==> src/rtl/ula_pkg.sv <==
// Shared types for the ALU sequencer: default widths, the captured ALU
// result record and the sequencer state encoding.
package ula_pkg;

  localparam int ULA_WIDTH = 6;
  localparam int ULA_SEL_W = 4;

  typedef struct packed {
    logic [ULA_WIDTH-1:0] O;
    logic                 Overflow;
    logic                 Zero;
  } ula_res_t;

  typedef enum logic [1:0] {
    IDLE  = 2'd0,
    DRIVE = 2'd1,
    EMIT  = 2'd2
  } ula_seq_state_t;

endpackage

==> src/rtl/ula_res_buf.sv <==
// Result buffer: one ula_res_t entry per swept Sel value. Written by the
// sweep counter, read combinationally by the emit side. Storage is not reset;
// every entry is rewritten before it is read in a sweep.
module ula_res_buf
  import ula_pkg::*;
#(
  parameter int NUM_OPS = 8,
  parameter int AW      = $clog2(NUM_OPS)
) (
  input  logic          i_clk,
  input  logic          i_we,
  input  logic [AW-1:0] i_wr_addr,
  input  ula_res_t      i_wr_data,
  input  logic [AW-1:0] i_rd_addr,
  output ula_res_t      o_rd_data
);

  ula_res_t r_mem [NUM_OPS];

  // Capture one ALU result per DRIVE cycle
  always_ff @(posedge i_clk) begin
    if (i_we) begin
      r_mem[i_wr_addr] <= i_wr_data;
    end
  end

  assign o_rd_data = r_mem[i_rd_addr];

endmodule

==> src/rtl/ula_sequenciador.sv <==
// Sequential driver for the combinational arithmetic ALU. Accepts an operand
// pair, sweeps Sel 0..NUM_OPS-1 (one op per cycle, each result sampled after
// a full cycle of settle), buffers the results and streams them out over a
// valid/ready handshake with data held stable while stalled.
module ula_sequenciador
  import ula_pkg::*;
#(
  parameter int WIDTH   = ULA_WIDTH,
  parameter int SEL_W   = ULA_SEL_W,
  parameter int NUM_OPS = 8
) (
  input  logic             Clk,
  input  logic             Reset_n,
  input  logic             In_valid,
  output logic             In_ready,
  input  logic [WIDTH-1:0] In_A,
  input  logic [WIDTH-1:0] In_B,
  output logic [WIDTH-1:0] ALU_A,
  output logic [WIDTH-1:0] ALU_B,
  output logic [SEL_W-1:0] ALU_Sel,
  output logic             ALU_Reset,
  input  logic [WIDTH-1:0] ALU_O,
  input  logic             ALU_Overflow,
  input  logic             ALU_Zero,
  output logic             Out_valid,
  input  logic             Out_ready,
  output logic [SEL_W-1:0] Out_sel,
  output logic [WIDTH-1:0] Out_O,
  output logic             Out_Overflow,
  output logic             Out_Zero,
  output logic             Out_last,
  output logic             Any_overflow
);

  localparam int               CNT_W    = $clog2(NUM_OPS + 1);
  localparam int               AW       = $clog2(NUM_OPS);
  localparam logic [CNT_W-1:0] LAST_IDX = CNT_W'(NUM_OPS - 1);

  ula_seq_state_t   r_state;
  ula_seq_state_t   w_next;
  logic [CNT_W-1:0] r_sel;
  logic [CNT_W-1:0] r_idx;
  logic [WIDTH-1:0] r_alu_a;
  logic [WIDTH-1:0] r_alu_b;
  logic             r_any_ovf;
  ula_res_t         r_out;
  logic [SEL_W-1:0] r_out_sel;

  logic             w_accept;
  logic             w_drive_last;
  logic             w_emit_hs;
  logic             w_emit_last;
  logic             w_buf_we;
  logic [AW-1:0]    w_wr_addr;
  logic [AW-1:0]    w_rd_addr;
  ula_res_t         w_wr_data;
  ula_res_t         w_rd_data;

  // State register
  always_ff @(posedge Clk or negedge Reset_n) begin
    if (!Reset_n) begin
      r_state <= IDLE;
    end else begin
      r_state <= w_next;
    end
  end

  // Next state, handshake strobes and handshake outputs
  always_comb begin
    w_next       = r_state;
    w_accept     = 1'b0;
    w_drive_last = 1'b0;
    w_emit_hs    = 1'b0;
    w_emit_last  = (r_idx == LAST_IDX);
    In_ready     = 1'b0;
    Out_valid    = 1'b0;
    Out_last     = 1'b0;
    case (r_state)
      IDLE: begin
        In_ready = 1'b1;
        if (In_valid) begin
          w_accept = 1'b1;
          w_next   = DRIVE;
        end
      end
      DRIVE: begin
        if (r_sel == LAST_IDX) begin
          w_drive_last = 1'b1;
          w_next       = EMIT;
        end
      end
      EMIT: begin
        Out_valid = 1'b1;
        Out_last  = w_emit_last;
        w_emit_hs = Out_ready;
        if (Out_ready && w_emit_last) begin
          w_next = IDLE;
        end
      end
      default: w_next = IDLE;
    endcase
  end

  // Operand latch, sweep counter and overflow accumulator; operands and Sel
  // hold outside DRIVE so the ALU does not toggle
  always_ff @(posedge Clk or negedge Reset_n) begin
    if (!Reset_n) begin
      r_alu_a   <= '0;
      r_alu_b   <= '0;
      r_sel     <= '0;
      r_any_ovf <= 1'b0;
    end else if (w_accept) begin
      r_alu_a   <= In_A;
      r_alu_b   <= In_B;
      r_sel     <= '0;
      r_any_ovf <= 1'b0;
    end else if (r_state == DRIVE) begin
      r_any_ovf <= r_any_ovf | ALU_Overflow;
      if (!w_drive_last) begin
        r_sel <= r_sel + 1'b1;
      end
    end
  end

  // Emit index and registered output beat; the next entry is preloaded on
  // each handshake so Out_* only change when the consumer takes a beat
  always_ff @(posedge Clk or negedge Reset_n) begin
    if (!Reset_n) begin
      r_idx     <= '0;
      r_out     <= '0;
      r_out_sel <= '0;
    end else if (w_drive_last) begin
      r_idx     <= '0;
      r_out     <= w_rd_data;
      r_out_sel <= '0;
    end else if (w_emit_hs && !w_emit_last) begin
      r_idx     <= r_idx + 1'b1;
      r_out     <= w_rd_data;
      r_out_sel <= SEL_W'(r_idx + 1'b1);
    end
  end

  // Entry 0 is read while leaving DRIVE; during EMIT the following entry is
  // read so it is ready at the handshake edge
  assign w_rd_addr = (r_state == DRIVE) ? '0 : AW'(r_idx + 1'b1);
  assign w_wr_addr = AW'(r_sel);
  assign w_buf_we  = (r_state == DRIVE);
  assign w_wr_data = '{O: ALU_O, Overflow: ALU_Overflow, Zero: ALU_Zero};

  ula_res_buf #(
    .NUM_OPS (NUM_OPS),
    .AW      (AW)
  ) u_res_buf (
    .i_clk     (Clk),
    .i_we      (w_buf_we),
    .i_wr_addr (w_wr_addr),
    .i_wr_data (w_wr_data),
    .i_rd_addr (w_rd_addr),
    .o_rd_data (w_rd_data)
  );

  assign ALU_A        = r_alu_a;
  assign ALU_B        = r_alu_b;
  assign ALU_Sel      = SEL_W'(r_sel);
  assign ALU_Reset    = 1'b0;
  assign Out_sel      = r_out_sel;
  assign Out_O        = r_out.O;
  assign Out_Overflow = r_out.Overflow;
  assign Out_Zero     = r_out.Zero;
  assign Any_overflow = r_any_ovf;

endmodule

==> config.mk <==
export PLATFORM = sky130hd
export DESIGN_NAME = ula_sequenciador
export DESIGN_NICKNAME = d
export VERILOG_FILES = /design/src/rtl/ula_pkg.sv /design/src/rtl/ula_res_buf.sv /design/src/rtl/ula_sequenciador.sv
export SDC_FILE = /design/constraint.sdc
export NUM_CORES = 1
export LEC_CHECK = 0
export BUFFER_PORTS_ARGS = -buffer_cell sky130_fd_sc_hd__buf_2
export CAP_MARGIN = 20
export CORE_ASPECT_RATIO = 2
export CORE_UTILIZATION = 34
export DETAILED_ROUTE_END_ITERATION = 8
export SYNTH_ARGS = -nofsm -noshare
export SYNTH_HDL_FRONTEND = slang
export SYNTH_SLANG_ARGS = --single-unit
==> constraint.sdc <==
create_clock -name Clk -period 1.9 [get_ports Clk]
set_clock_uncertainty 0.1 [all_clocks]
set_input_delay 0.57 -clock Clk [delete_from_list [all_inputs] [get_ports Clk]]
set_output_delay 0.57 -clock Clk [all_outputs]
set_load 0.01 [all_outputs]
==> metrics, run 1 <==
status finished with violations; failing checks negative setup slack; required time worst endpoint around 1200 ps; Via density slightly below 5; Core Rows 54; PD cells roughly 1500 nW/um^2; CTS buffer count 9; gr usage total 0.1493; Post-synth EDFFs 64; Fmax achieved roughly 0.5 GHz; main combinational cell family by area after synthesis simple AND/OR/NAND/NOR gates; Ports 57; Total Wirelength between 8 and 9 mm; Most used DFF post-synth edfxtp_1; sequential share of the synthesized area 0.6950; # clock sinks between 90 and 100; placed insts a little under 500; Via Count 2,496; clock slew at reported path FFs approximately 60 ps; number of max-cap violations 0; routability cong. between 0.7 and 0.8; adder-cell share of the synthesized area 0.006447; Startpoint Class flip-flop; Reg-to-Reg End Out_O[1]$_DFFE_PN0P_; Yosys top cell by area edfxtp_1; Syn Inst Count ~280; Die H 153.1 microns; Starting Density 0.3524; clk root buf clkbuf_16; endpoints failing hold 0; CTS max path bufs 2; Skew-Pair Late Insertion Delay about 340 ps; leakage power around 1.9 nW; setup TNS -106.5 ps; synthesis-stage register bit count between 90 and 100; CTS tree yes; synth warn 0; first-pass GRT wire length approximately 13 mm; post-synth design cell area approximately 3900 sq um; worst hold margin 64.85 ps; Tcrit/Tclk final 1.056; R2R Setup Slk ~70 ps; # nets final slightly below 400; Final Max Tran Viols 0; simple-gate share of the synthesized area 0.1115; VDD IR-drop max 675.0 uV; Max-Slew Margin vs Limit 0.6520; Setup Crit Path Kind flip-flop to primary output; Slowest cell on crit path dfrtp_1; Tmin final 2006 ps; crit path setup slack, layout -106.5 ps; die area about 12,000 sq um; H-tree depth 3; non-filler cells, final between 500 and 600; Worst Setup SP Out_sel[1]$_DFFE_PN0P_; setup violators final 1; Critical Path End Out_last; CP Data Arrival Time about 1300 ps; CTS Hold Buffers Added 0; DIE WIDTH ~78 microns; Post-CTS Setup Inserts 0; multiplexer share of the synthesized area 0.04384; worst-path fanout max 2; pin count of the biggest net entering global routing 24; Port Buffer Count 55; crit-path cells ha_4 > nand3b_1 > nor3b_2 > buf_2; initial DRC count approximately 80; Pwr Total 7.525 mW; layout cells sized above 1 0.3260; Wirelength per Cell about 16 microns; # diodes 0; grt total ovfl 0; Residual DRC 0; Synth Area in XOR/XNOR 0.008704; synth top area cells edfxtp_1 (50%), dfrtp_1 (20%), nand2_1 (5.2%), mux2i_1 (4.4%), nor3_1 (1.7%); slew of the pin with the lowest slew margin roughly 520 ps; Core Box Area approximately 11,000 sq um; initial antenna violation count 0; Max stage delay on crit path ~400 ps; async set-or-reset flop fraction in the synthesized netlist 0.3263; Antenna Nets Post-Route 0; Hold Crit Class input pin to asynchronous set/reset pin; top cell type's share of synthesized area 0.4952; RSZ-0062 raised after global routing yes; post-synthesis compound-gate area fraction 0.1074; P&R area growth vs syn 26.27%; Distinct cells, synth 41; vias in the first global route around 2.6k; average cell area after synthesis about 14 sq um; Final HPWL DP 6.112 mm; Mapped Nets between 300 and 400; CP endpoint kind primary output; R2R cell count 5; R2R Path Start Out_sel[1]$_DFFE_PN0P_; Pre-antenna DRT Iters 4
==> cell usage after synthesis (all sizes together), types with 2 or more instances <==
cell,instances
a21boi,8
and2,2
nand3,2
xor2,2
nor2,6
nand2,54
mux2i,17
o21ai,5
edfxtp,64
a221oi,7
nor2b,2
buf,11
nor3,14
nand2b,6
o211ai,8
clkbuf,7
a21oi,3
o31ai,8
a2111oi,8
ha,2
dfrtp,31
==> critical path: cells and delay by family (launching register included) <==
kind / cells / cell delay (ps)
and+or+nand+nor: 2 / 300
DFF: 1 / 400
buffers and inverters: 1 / 140
adders and majority gates: 1 / 160
==> sequential cells by signal, summed over array words and instances (netlist names) <==
signal and flops:
Out_Zero 1, Out_sel 4, Out_O 6, ALU_A 6
u_res_buf.r_mem 64, Any_overflow 1, Out_Overflow 1, r_state 2
ALU_Sel 4, ALU_B 6
==> power breakdown <==
group / switching [mW] / internal, mW / leakage, nW
Clock: 0.700 / 0.989 / 0.142
Sequential: 0.221 / 2.81 / 0.975
Combinational: 1.62 / 1.18 / 0.826
==> routing by layer <==
metal / wire length, microns / vias to the layer above / GRT usage / share of wire
met5: 0 / - / 0 / 0
met4: 190 / 0 / 0.07996 / 0.023
met3: 255 / 13 / 0.03045 / 0.031
met2: 4771 / 59 / 0.2874 / 0.58
met1: 3036 / 1215 / 0.1427 / 0.37
li1: - / 1209 / - / -
==> timing repair <==
item / in CTS / in global routing
endpoints found under the setup margin: 2 / 8
gates resized for setup: 3 / 16
pin swaps: 1 / 2
==> how the worst min path moves through the flow <==
stage / from / end / slack [ps] / depth (start not counted)
after floorplan: Reset_n / ALU_A[0]$_DFFE_PN0P_ / 170 / 0
after global placement: ALU_A[5]$_DFFE_PN0P_ / ALU_A[5]$_DFFE_PN0P_ / 350 / 2
after detailed placement: ALU_A[4]$_DFFE_PN0P_ / ALU_A[4]$_DFFE_PN0P_ / 360 / 2
after CTS: Reset_n / ALU_B[3]$_DFFE_PN0P_ / 70 / 1
after global routing: Reset_n / ALU_B[3]$_DFFE_PN0P_ / 90 / 1
final: Reset_n / ALU_B[3]$_DFFE_PN0P_ / 60 / 1
==> layout make-up <==
class                   instances  area (sq um)
multi-input cells             167          1170
well taps                     140         175.2
clock inverters                 3         17.52
clock buffers                  13         270.3
fillers                      1021          6112
repair buffers                 85         563.0
flip-flops and latches         95          2698
inverters                       2         7.507
==> metrics by stage <==
step | utilization | cell area (sq um) | setup slack (ps)
after detailed placement | 0.4120 | 4537 | -58.46
after floorplan | - | 3892 | -15.30
final | 0.4450 | 4901 | -106.5
after global routing | 0.4450 | 4901 | -183.6
after global placement | 0.4120 | 4537 | -3.257
after CTS | 0.4385 | 4830 | -170.7
==> layout by cell type, fill, tap and decap left out, types with 2 or more instances in the layout <==
| master | n |
|---|---|
| o211ai_1 | 8 |
| clkbuf_16 | 9 |
| a221oi_1 | 6 |
| a21oi_1 | 3 |
| nor2_1 | 6 |
| dfrtp_1 | 31 |
| mux2i_1 | 17 |
| a21boi_0 | 7 |
| buf_4 | 25 |
| a2111oi_2 | 7 |
| nor3_2 | 3 |
| nand2b_1 | 6 |
| nor3_1 | 11 |
| buf_12 | 5 |
| nand3_1 | 2 |
| nand2_1 | 54 |
| o31ai_1 | 8 |
| buf_2 | 55 |
| o21ai_0 | 4 |
| clkbuf_8 | 3 |
| edfxtp_1 | 64 |
| clkinv_2 | 2 |
==> cells by family (layout without fill, tap and decap cells) <==
family,after synthesis,in the layout
compound gates,50,50
fa+ha+maj,2,2
flops,95,95
xor+xnor,3,3
mux,17,17
buf+inv,20,103
other cells,1,1
simple gates,94,94
No activity file was read; power rests on OpenSTA's default activity.
==> run 2: changes to the inputs <==
--- a/config.mk
+++ b/config.mk
@@ -8,8 +8,9 @@
 export BUFFER_PORTS_ARGS = -buffer_cell sky130_fd_sc_hd__buf_2
 export CAP_MARGIN = 20
 export CORE_ASPECT_RATIO = 2
-export CORE_UTILIZATION = 34
+export CORE_UTILIZATION = 51
 export DETAILED_ROUTE_END_ITERATION = 8
+export PLACE_DENSITY = 0.75
 export SYNTH_ARGS = -nofsm -noshare
 export SYNTH_HDL_FRONTEND = slang
 export SYNTH_SLANG_ARGS = --single-unit
==> metrics, run 2 (synthesis results as in run 1) <==
crit path setup slack, layout -115.4 ps; number of max-cap violations 0; Antenna Nets Post-Route 0; commonest non-fill, non-tap cell in the layout edfxtp_1; P_int around 4.9 mW; # diodes 0; slew of the pin with the lowest slew margin roughly 520 ps; Ports 57; Tmin final approximately 2000 ps; most frequent cells in the layout edfxtp_1 (64), buf_2 (55), nand2_1 (53); Residual DRC 0; die area 7984 sq um; layout cells sized above 1 0.3104; Final HPWL DP approximately 5.6 mm; failing checks negative setup slack; endpoints failing hold 0; max FFs per register 64; clock slew at reported path FFs roughly 60 ps; clk root buf clkbuf_16; initial DRC count ~140; Clk pwr share 0.234; # clock sinks 95; Total Wirelength between 7 and 8 mm; initial antenna violation count 0; Tcrit/Tclk final 1.061; PD cells ~1500 nW/um^2; CP endpoint kind primary output; Setup Crit Path Kind flip-flop to primary output; CTS buffer count 9; non-filler cells, final ~460; Core Util, Final 0.6531; R2R cell count 6; pin count of the biggest net entering global routing 21; Core Box Area between 7000 and 8000 sq um; Starting Density 0.5301; status finished with violations; routability cong. approximately 0.83; Skew-Pair Late Insertion Delay 340 ps; Startpoint Class flip-flop; placed insts 439; sequential power share 0.409; required time worst endpoint between 1000 and 1500 ps; Via Count between 2k and 2.5k; CTS tree yes; vias in the first global route ~2.5k; pre-CTS setup slack -85.59 ps; VDD IR-drop max 1055 uV; setup violators final 1; CTS max path bufs 2; leakage power slightly below 2 nW; Final Max Tran Viols 0; worst-path fanout max 2; Die H between 100 and 150 microns; grt total ovfl 0; Core Rows 44; H-tree depth 3; Via density between 5 and 6; Hold Crit Class input pin to asynchronous set/reset pin; DIE WIDTH between 60 and 70 microns; # nets final around 390; Wirelength per Cell between 15 and 20 microns; first-pass GRT wire length around 12 mm; Max-Slew Margin vs Limit 0.6526; Net Sw Frac 0.3320; CTS Hold Buffers Added 0; RSZ-0062 raised after global routing yes; gr usage total 0.2123; P&R area growth vs syn 23.21%; DP Area around 4400 sq um; sw power 2.459 mW; Biggest register u_res_buf.r_mem; Comb pwr share 0.357; CP Data Arrival Time around 1400 ps; Pre-antenna DRT Iters 4; Port Buffer Count 55; final instance area roughly 4800 sq um; Fmax achieved 0.4962 GHz
## run 2: worst max-delay path, cell delays in order (launching register included)
cell      delay (ps)
dfrtp_1          400
ha_4             150
nand3b_1         130
nor3b_2          180
buf_2            150
## run 2: metrics by stage
stage               setup TNS [ps]  hold slack [ps]  power (mW)
floorplan                   -367.3            174.4       4.585
global placement                 0            353.5       5.531
detailed placement          -420.4            356.6       5.616
CTS                         -138.0            48.91       7.407
global route                -308.4            78.84       7.814
finish                      -115.4            52.31       7.409
## run 2: final cells by class
type / count / area [sq um]
clock inverters: 4 / 46.29
clock buffers: 11 / 242.7
inverters: 2 / 8.758
fillers: 558 / 2540
repair buffers: 85 / 538.0
flip-flops and latches: 95 / 2698
multi-input cells: 167 / 1134
well taps: 92 / 115.1
## run 2: path summary, 6_finish.rpt
path                                        start              endpoint  slack [ps]
setup / recovery           Out_sel[1]$_DFFE_PN0P_              Out_last        -120
hold / removal                            Reset_n  ALU_B[3]$_DFFE_PN0P_          50
setup reg to reg           Out_sel[0]$_DFFE_PN0P_  Out_O[0]$_DFFE_PN0P_          40
hold reg to reg              ALU_B[4]$_DFFE_PN0P_  ALU_B[4]$_DFFE_PN0P_         370
max in group asynchronous                 Reset_n  Out_O[3]$_DFFE_PN0P_        1230
min in group Clk                          In_B[2]  ALU_B[2]$_DFFE_PN0P_         320
## run 2: metal layers
layer,part of all wire,vias up,GRT usage
li1,-,1207,-
met1,0.37,1170,0.2147
met2,0.55,86,0.3717
met3,0.043,21,0.06296
met4,0.038,0,0.1283
met5,0,-,0
## run 2: timing repair
action | 4_1_cts | 5_1_grt
setup endpoints to repair | 8 | 11
pin swaps | 2 | 2
setup buffers | 1 | 1
resized for setup | 5 | 12
## run 2: power by group through the flow
| stage | registers [mW] | clock network (mW) | logic (mW) |
|---|---|---|---|
| 6_report | 3.03 | 1.74 | 2.64 |
| 5_1_grt | 3.08 | 1.85 | 2.89 |
| 4_1_cts | 3.03 | 1.78 | 2.60 |
| 3_5_place_dp | 3.06 | 0 | 2.56 |
| 3_3_place_gp | 3.04 | 0 | 2.49 |
| 2_1_floorplan | 3.19 | 0 | 1.40 |
